**config.mk**
```make
export PLATFORM = sky130hd
export DESIGN_NAME = hazard_controller_flat
export DESIGN_NICKNAME = d
export VERILOG_FILES = /design/src/rtl/hazard_controller_if.sv /design/src/rtl/hazard_controller.sv /design/src/flat_wrapper.sv
export SDC_FILE = /design/constraint.sdc
export NUM_CORES = 1
export LEC_CHECK = 0
export BUFFER_PORTS_ARGS = -buffer_cell sky130_fd_sc_hd__buf_2
export CAP_MARGIN = 20
export CORE_UTILIZATION = 40
export DETAILED_ROUTE_END_ITERATION = 10
export PLACE_DENSITY = 0.73
export SYNTH_ARGS = -nofsm -noshare
export SYNTH_HDL_FRONTEND = slang
export SYNTH_SLANG_ARGS = --single-unit
```
**constraint.sdc**
```tcl
create_clock -name Clock -period 2.3 [get_ports Clock]
set_clock_uncertainty 0.05 [all_clocks]
set_input_delay 0.46 -clock Clock [delete_from_list [all_inputs] [get_ports Clock]]
set_output_delay 0.46 -clock Clock [all_outputs]
set_load 0.1 [all_outputs]
```
**src/rtl/hazard_controller_if.sv**
```systemverilog
// hazard_controller_if: decoded pipeline fields in, stall/bubble/flush controls out
interface hazard_controller_if;
  logic [5:0] IFID_OpCode;
  logic [4:0] IFID_Rs;
  logic [4:0] IFID_Rt;
  logic ID_Branch;
  logic ID_Jump;
  logic ID_BranchTaken;
  logic IDEX_MemRead;
  logic IDEX_RegWrite;
  logic [4:0] IDEX_WriteReg;
  logic IDEX_Mul;
  logic EXMEM_MemRead;
  logic [4:0] EXMEM_WriteReg;
  logic PCWrite;
  logic IFID_WriteEnable;
  logic IFID_Flush;
  logic IDEX_Bubble;
  logic EXMEM_Bubble;
  logic [2:0] StageWriteEnable;
  logic [15:0] StallCount;
  modport master (
    output IFID_OpCode, IFID_Rs, IFID_Rt, ID_Branch, ID_Jump, ID_BranchTaken,
           IDEX_MemRead, IDEX_RegWrite, IDEX_WriteReg, IDEX_Mul, EXMEM_MemRead, EXMEM_WriteReg,
    input  PCWrite, IFID_WriteEnable, IFID_Flush, IDEX_Bubble, EXMEM_Bubble, StageWriteEnable, StallCount
  );
  modport slave (
    input  IFID_OpCode, IFID_Rs, IFID_Rt, ID_Branch, ID_Jump, ID_BranchTaken,
           IDEX_MemRead, IDEX_RegWrite, IDEX_WriteReg, IDEX_Mul, EXMEM_MemRead, EXMEM_WriteReg,
    output PCWrite, IFID_WriteEnable, IFID_Flush, IDEX_Bubble, EXMEM_Bubble, StageWriteEnable, StallCount
  );
endinterface

```
**src/rtl/hazard_controller.sv**
```systemverilog
// hazard_controller: MIPS load-use/branch stalls, flushes; define HAZARD_MUL_STALL_EN for multiply freeze
module hazard_controller #(
  parameter int MUL_CYCLES = 4
) (
  input logic Clock,
  input logic Reset,
  hazard_controller_if.slave hz
);
  logic uses_rs, uses_rt, rs_ok, rt_ok, hit_idex, hit_exmem, stall, flush;
  logic in_mul, enter, run_stall, run_flush, go;
  logic [15:0] stall_cnt;
  assign uses_rs = !(hz.IFID_OpCode inside {6'b000010, 6'b000011, 6'b001111});
  assign uses_rt = hz.IFID_OpCode inside {6'b000000, 6'b000100, 6'b000101, 6'b011100,
                                          6'b011111, 6'b101000, 6'b101001, 6'b101011};
  assign rs_ok = uses_rs && hz.IFID_Rs != 5'd0;
  assign rt_ok = uses_rt && hz.IFID_Rt != 5'd0;
  assign hit_idex = (rs_ok && hz.IFID_Rs == hz.IDEX_WriteReg) || (rt_ok && hz.IFID_Rt == hz.IDEX_WriteReg);
  assign hit_exmem = (rs_ok && hz.IFID_Rs == hz.EXMEM_WriteReg) || (rt_ok && hz.IFID_Rt == hz.EXMEM_WriteReg);
  assign stall = (hz.IDEX_MemRead && hit_idex) ||
                 (hz.ID_Branch && ((hz.IDEX_RegWrite && hit_idex) || (hz.EXMEM_MemRead && hit_exmem)));
  assign flush = hz.ID_Jump || (hz.ID_Branch && hz.ID_BranchTaken);
`ifdef HAZARD_MUL_STALL_EN
  localparam logic [0:0] RUN = 1'b0;
  localparam logic [0:0] MUL = 1'b1;
  localparam int CW = (MUL_CYCLES > 2) ? $clog2(MUL_CYCLES - 1) : 1;
  logic [0:0] state;
  logic [CW-1:0] mul_cnt;
  logic mul_ack;
  assign in_mul = state == MUL;
  assign enter = !in_mul && hz.IDEX_Mul && !mul_ack;
  // mul_ack lives for exactly the one RUN cycle after the freeze so the held multiply is not re-entered
  always_ff @(posedge Clock)
    if (Reset) begin
      state <= RUN;
      mul_cnt <= '0;
      mul_ack <= 1'b0;
    end else if (!in_mul) begin
      mul_ack <= 1'b0;
      if (enter) begin
        state <= MUL;
        mul_cnt <= CW'(MUL_CYCLES - 2);
      end
    end else begin
      mul_cnt <= mul_cnt - CW'(1);
      if (mul_cnt == '0) begin
        state <= RUN;
        mul_ack <= 1'b1;
      end
    end
`else
  logic unused_mul;
  assign unused_mul = hz.IDEX_Mul & (MUL_CYCLES > 1);
  assign in_mul = 1'b0;
  assign enter = 1'b0;
`endif
  assign run_stall = !in_mul && !enter && stall;
  assign run_flush = !in_mul && !enter && !stall && flush;
  assign go = !Reset && !in_mul && !run_stall;
  assign hz.PCWrite = go;
  assign hz.IFID_WriteEnable = go;
  assign hz.IFID_Flush = Reset || run_flush;
  assign hz.IDEX_Bubble = Reset || run_stall;
  assign hz.EXMEM_Bubble = Reset || in_mul;
  assign hz.StageWriteEnable = Reset ? 3'b000 : in_mul ? 3'b110 : 3'b111;
  assign hz.StallCount = stall_cnt;
  always_ff @(posedge Clock)
    if (Reset) stall_cnt <= '0;
    else if (!go && stall_cnt != 16'hFFFF) stall_cnt <= stall_cnt + 16'd1;
endmodule

```
**src/flat_wrapper.sv**
```systemverilog
// flat-port wrapper written by rule: the top's interface ports become plain ports
module hazard_controller_flat 
#(
  parameter int MUL_CYCLES = 4
)
  (Clock, Reset, hz_IFID_OpCode, hz_IFID_Rs, hz_IFID_Rt, hz_ID_Branch, hz_ID_Jump, hz_ID_BranchTaken, hz_IDEX_MemRead, hz_IDEX_RegWrite, hz_IDEX_WriteReg, hz_IDEX_Mul, hz_EXMEM_MemRead, hz_EXMEM_WriteReg, hz_PCWrite, hz_IFID_WriteEnable, hz_IFID_Flush, hz_IDEX_Bubble, hz_EXMEM_Bubble, hz_StageWriteEnable, hz_StallCount);
  hazard_controller_if hz_i ();
  input logic Clock;
  input logic Reset;
  input wire logic [$bits(hz_i.IFID_OpCode)-1:0] hz_IFID_OpCode;
  input wire logic [$bits(hz_i.IFID_Rs)-1:0] hz_IFID_Rs;
  input wire logic [$bits(hz_i.IFID_Rt)-1:0] hz_IFID_Rt;
  input wire logic [$bits(hz_i.ID_Branch)-1:0] hz_ID_Branch;
  input wire logic [$bits(hz_i.ID_Jump)-1:0] hz_ID_Jump;
  input wire logic [$bits(hz_i.ID_BranchTaken)-1:0] hz_ID_BranchTaken;
  input wire logic [$bits(hz_i.IDEX_MemRead)-1:0] hz_IDEX_MemRead;
  input wire logic [$bits(hz_i.IDEX_RegWrite)-1:0] hz_IDEX_RegWrite;
  input wire logic [$bits(hz_i.IDEX_WriteReg)-1:0] hz_IDEX_WriteReg;
  input wire logic [$bits(hz_i.IDEX_Mul)-1:0] hz_IDEX_Mul;
  input wire logic [$bits(hz_i.EXMEM_MemRead)-1:0] hz_EXMEM_MemRead;
  input wire logic [$bits(hz_i.EXMEM_WriteReg)-1:0] hz_EXMEM_WriteReg;
  output wire logic [$bits(hz_i.PCWrite)-1:0] hz_PCWrite;
  output wire logic [$bits(hz_i.IFID_WriteEnable)-1:0] hz_IFID_WriteEnable;
  output wire logic [$bits(hz_i.IFID_Flush)-1:0] hz_IFID_Flush;
  output wire logic [$bits(hz_i.IDEX_Bubble)-1:0] hz_IDEX_Bubble;
  output wire logic [$bits(hz_i.EXMEM_Bubble)-1:0] hz_EXMEM_Bubble;
  output wire logic [$bits(hz_i.StageWriteEnable)-1:0] hz_StageWriteEnable;
  output wire logic [$bits(hz_i.StallCount)-1:0] hz_StallCount;
  assign hz_i.IFID_OpCode = hz_IFID_OpCode;
  assign hz_i.IFID_Rs = hz_IFID_Rs;
  assign hz_i.IFID_Rt = hz_IFID_Rt;
  assign hz_i.ID_Branch = hz_ID_Branch;
  assign hz_i.ID_Jump = hz_ID_Jump;
  assign hz_i.ID_BranchTaken = hz_ID_BranchTaken;
  assign hz_i.IDEX_MemRead = hz_IDEX_MemRead;
  assign hz_i.IDEX_RegWrite = hz_IDEX_RegWrite;
  assign hz_i.IDEX_WriteReg = hz_IDEX_WriteReg;
  assign hz_i.IDEX_Mul = hz_IDEX_Mul;
  assign hz_i.EXMEM_MemRead = hz_EXMEM_MemRead;
  assign hz_i.EXMEM_WriteReg = hz_EXMEM_WriteReg;
  assign hz_PCWrite = hz_i.PCWrite;
  assign hz_IFID_WriteEnable = hz_i.IFID_WriteEnable;
  assign hz_IFID_Flush = hz_i.IFID_Flush;
  assign hz_IDEX_Bubble = hz_i.IDEX_Bubble;
  assign hz_EXMEM_Bubble = hz_i.EXMEM_Bubble;
  assign hz_StageWriteEnable = hz_i.StageWriteEnable;
  assign hz_StallCount = hz_i.StallCount;
  hazard_controller #(.MUL_CYCLES(MUL_CYCLES)) u_core (.Clock(Clock), .Reset(Reset), .hz(hz_i));
endmodule
```
# After elaboration in Yosys (flattened, before gate mapping)
# Cells that the tools add are included.
[totals]
register_bits = 16
inputBits = 35
output_inout_bits = 24
elab_cells = 48
[classes]
addsub = 1
n_eq_ne = 15
muxes = 1
n_reduce_logical = 30
[ops]
columns = ["op", "count"]
rows = [
  ["$eq A5 B5 Y1", 4],
  ["$eq A6 B6 Y1 const B", 3],
  ["$add A16 B1 Y16 const B", 1],
  ["$ne A16 B16 Y1 const B", 1],
  ["$logic_and A1 B1 Y1", 14],
  ["$eq A6 B2 Y1 const B", 2],
  ["$eq A6 B3 Y1 const B", 2],
  ["$eq A6 B5 Y1 const B", 2],
  ["$reduce_bool A5 Y1", 2],
  ["$reduce_bool A8 Y1", 1],
  ["$logic_or A1 B1 Y1", 7],
  ["$eq A6 B4 Y1 const B", 1],
  ["$logic_not A6 Y1", 1],
  ["$logic_not A1 Y1", 4],
  ["$mux W3", 1],
  ["$reduce_bool A3 Y1", 1],
]

# Logic depth before layout (Yosys ltp)
[logic_depth]
ltp_word = 14
mapped_depth = 8
mapped_depth_nobuf = 7

# Worst setup path before layout
# OpenSTA, ideal clock, no wires.
[synth_timing]
path_type = "input port to output port"
from = "in Reset"
to = "out hz_PCWrite"
arrival_ns = 3.737
t_required_ns = 1.790
slack_ns = -1.947
cell_stages = 5
n_path_buf = 2
path_cell_list = "buf_6 inv_1 nand3_1 inv_1 buf_4"
[synth_between]
elab_chain_len = 2
[synth_lines]
columns = ["item", "line_no", "source"]
rows = [
  ["start, declared", "flat_wrapper.sv:9", "input logic Reset;"],
  ["$logic_not A1 Y1", "hazard_controller.sv:58", "assign go = !Reset && !in_mul && !run_stall;"],
  ["$logic_and A1 B1 Y1", "hazard_controller.sv:58", ""],
  ["end, declared", "flat_wrapper.sv:22", "output wire logic [$bits(hz_i.PCWrite)-1:0] hz_PCWrite;"],
]
# No other way between the ends.

# Worst setup path in the final report
[layout_timing]
from = "in hz_IFID_Rs[2]"
to = "out hz_PCWrite"
[layout_between]
elab_chain_len = 10
word_cells_on_any_way = 16
cone_classes = "eq/ne: 2; reduce/logical: 14"
[layout_lines]
columns = ["item", "line_no", "source"]
rows = [
  ["start, declared", "flat_wrapper.sv:11", "input wire logic [$bits(hz_i.IFID_Rs)-1:0] hz_IFID_Rs;"],
  ["$reduce_bool A5 Y1", "hazard_controller.sv:15", "assign rs_ok = uses_rs && hz.IFID_Rs != 5'd0;"],
  ["$logic_and A1 B1 Y1", "hazard_controller.sv:15", ""],
  ["$logic_and A1 B1 Y1, on equally long branches", "hazard_controller.sv:17, hazard_controller.sv:18", ""],
  ["$logic_or A1 B1 Y1, on equally long branches", "hazard_controller.sv:17, hazard_controller.sv:18", ""],
  ["$logic_and A1 B1 Y1", "hazard_controller.sv:20", "(hz.ID_Branch && ((hz.IDEX_RegWrite && hit_idex) || (hz.EXMEM_MemRead && hit_exmem)));"],
  ["$logic_or A1 B1 Y1", "hazard_controller.sv:20", ""],
  ["$logic_and A1 B1 Y1", "hazard_controller.sv:20", ""],
  ["$logic_or A1 B1 Y1 *", "hazard_controller.sv:19", "assign stall = (hz.IDEX_MemRead && hit_idex) ||"],
  ["$logic_not A1 Y1 *", "hazard_controller.sv:58", ""],
  ["$logic_and A1 B1 Y1 *", "hazard_controller.sv:58", ""],
]
# Mark *: on every way between the ends. The rest lies on a longest branch, timed or not.

==> flow_summary.toml <==
[outcome]
status = "finished, violations left"
violations = "design-rule violations, negative setup slack"

[setup_path]
path_class = "primary input to output pin"
reg2reg_slack_ps = 160
arrival_ps = 1960
end_kind = "output pin"
r2r_start = "u_core.hz.StallCount[0]"
crit_path_start = "hz_IFID_Rs[2]"
cp_max_fo = 4
required_ps = 1790
ff2ff_path_depth = 8
timing.rr.end = "u_core.hz.StallCount[14]"
crit_end = "hz_PCWrite"
cp-start-kind = "primary input"

[cts]
numCtsBuffers = 3
ctsRootBufferMaster = "clkbuf_4"
ctsHoldBuffers = 0
clk_latency_ps = 290
clkSinkCount = 16
path_clk_slew_ps = 90
htreeDepth = 1
tritoncts = "done"
clockBufferDepth = 2

[floorplan]
rows = 19
die-height_um = 57.7
core_area_mm2 = 0.00285
dieArea_mm2 = 0.00332
initial_utilization_pct = 43.4
io_pins = 59
dieWidth_um = 57.7

[global_routing]
grt_start_max_net_pins = 17
grt_pass1_wl_mm = 5.53
grt_pass1_vias = 1269
grt_overflow = 0
globalRouteTotalUtil_pct = 20.9
antenna_found_initial = 0

[synth]
yosys-top-cells-count = "dfxtp_1 (16), xor2_1 (16), a21oi_1 (15)"
ys_warn_count = 0
synth_nets = 193
synth_area_mm2 = 0.00124
synthArstFlopShare_pct = 0
synth_edf_count = 0
synth-seq-cells = 16
synth_cell_types = 40
synth_area_leaders = "dfxtp_1 (26%), xor2_1 (11%), and3_1 (6.6%)"
synth_top_area_share_pct = 25.9
synth_cells = 157
synth_area_per_cell_um2 = 7.89
synth_ff_type = "dfxtp_1"
synth_area_leader_cell = "dfxtp_1"
yosysSeqAreaShare_pct = 25.9

[placed_design]
gp_congestion = 0.843
port-buffer-count = 57
pre_cts_ws_ps = -207
dp_hpwl_mm = 2.65
placed_cell_area_mm2 = 0.00184

[cells_and_area]
finalInstanceArea_mm2 = 0.00199
fill_cells = 233
fin_nets = 276
regArea_um2 = 339
layout-drive-gt1-share_pct = 51.0
syn2layout_area_growth_pct = 60.7
multiInputGateArea_um2 = 898
utilization_pct = 69.8
largest_register_ffs = 16
diodes = 0

[drt]
via_per_inst = 5.20
num_vias = 1403
first_pass_iters = 8
drt_iter0_drc = 49
drc = 6
wirelength_mm = 3.61
wl_per_cell_um = 13.4
ant_nets = 0

[timing]
fmax_ghz = 0.405
min_period_over_period_pct = 107
rsz0062_at_grt = "yes"
post-route-min-period_ps = 2470
worst_pin_slew_ps = 499
final-setup-viol-count = 4
drv_slew = 0
slew_headroom_pct = 66.9
fin_ws_ps = -172
hold_viol_final = 0

[pwr]
p_leak_nw = 0.921
powerDensity_mw_per_mm2 = 349
ir_drop_v = 0.000320

[run]
drv_cap = 0

[worst_hold_path]
min_path_type = "flop to flop"
worst max-delay path, stage by stage:
cell,delay (ps)
buf_2,130
xor2_1,170
or4_4,500
nor3_4,170
o21ai_4,100
nand3_4,110
clkinvlp_4,130
buf_12,190
what timing repair did:
item	4_1_cts	5_1_grt
resized for setup	3	22
pin swaps	2	10
endpoints found under the setup margin	4	4
setup buffers	0	2
metrics by stage:
stage | power, W | TNS, ps | std cells | hold WS, ps
final | 0.000695 | -629 | 270 | 462
after global routing | 0.000725 | -913 | 270 | 493
after CTS | 0.000679 | -651 | 268 | 467
after detailed placement | 0.000520 | -2360 | 264 | 447
after global placement | 0.000517 | -2140 | 264 | 430
after floorplan | 0.000423 | -1850 | 157 | 594
layout by cell type (no fill, tap or decap), types with 2 or more instances in the layout:
cell type,instances
buf_12,5
nor4_2,2
o21ai_0,2
dfxtp_2,9
xnor2_1,5
dfxtp_4,2
inv_1,11
and3_1,13
buf_2,44
a21oi_1,15
buf_6,9
nand2_1,6
a21o_1,5
a21o_2,4
nor2b_1,3
xor2_1,12
nor2_1,8
nand2b_1,3
nand3_1,13
or4_4,3
xor2_2,4
clkbuf_4,3
buf_4,26
dfxtp_1,5
clkinvlp_4,2
routing by layer:
layer | share of wire [%] | vias to the layer above | wire length, um | track usage, %
met5 | 0 | - | 0 | 0
met4 | 0.72 | 0 | 26 | 3.06
met3 | 5.4 | 4 | 194 | 4.69
met2 | 48 | 48 | 1720 | 35.4
met1 | 46 | 639 | 1670 | 28.1
li1 | - | 712 | - | -
where the power goes:
part / switching [W] / internal (W) / leakage [nW] / total (W)
logic: 0.000151 / 0.000110 / 0.771 / 0.000261
clock network: 0.0000937 / 0.0000631 / 0.0154 / 0.000157
registers: 0.00000103 / 0.000276 / 0.135 / 0.000277
total: 0.000246 / 0.000449 / 0.921 / 0.000695
area by class of cell:
cell class                 instances  area share, %
multi-input combinational        121           45.1
timing repair buffer              85           31.7
sequential                        16           17.0
inverter                          13           2.83
tap                               31           1.95
clock buffer                       3           1.13
clock inverter                     1          0.189
logic make-up (layout without fill, tap and decap cells):
family,after synthesis,count (layout),synth area share (%)
XOR/XNOR,21,21,14.8
adder cells (fa/ha/maj),1,1,1.01
AND/OR/NAND/NOR,59,59,26.5
buffers and inverters,20,102,8.18
flip-flops,16,16,25.9
multiplexers,2,2,1.72
AO/OA/AOI/OAI,38,38,21.9
worst min-delay path by stage:
stage | startpoint | to | depth (start not counted)
floorplan | Reset | u_core.hz.StallCount[9] | 2
global placement | u_core.hz.StallCount[8] | u_core.hz.StallCount[8] | 2
detailed placement | u_core.hz.StallCount[8] | u_core.hz.StallCount[8] | 2
CTS | u_core.hz.StallCount[8] | u_core.hz.StallCount[8] | 2
global route | u_core.hz.StallCount[8] | u_core.hz.StallCount[8] | 2
finish | u_core.hz.StallCount[8] | u_core.hz.StallCount[8] | 2
Note: power is estimated with default switching activity, not from simulation.
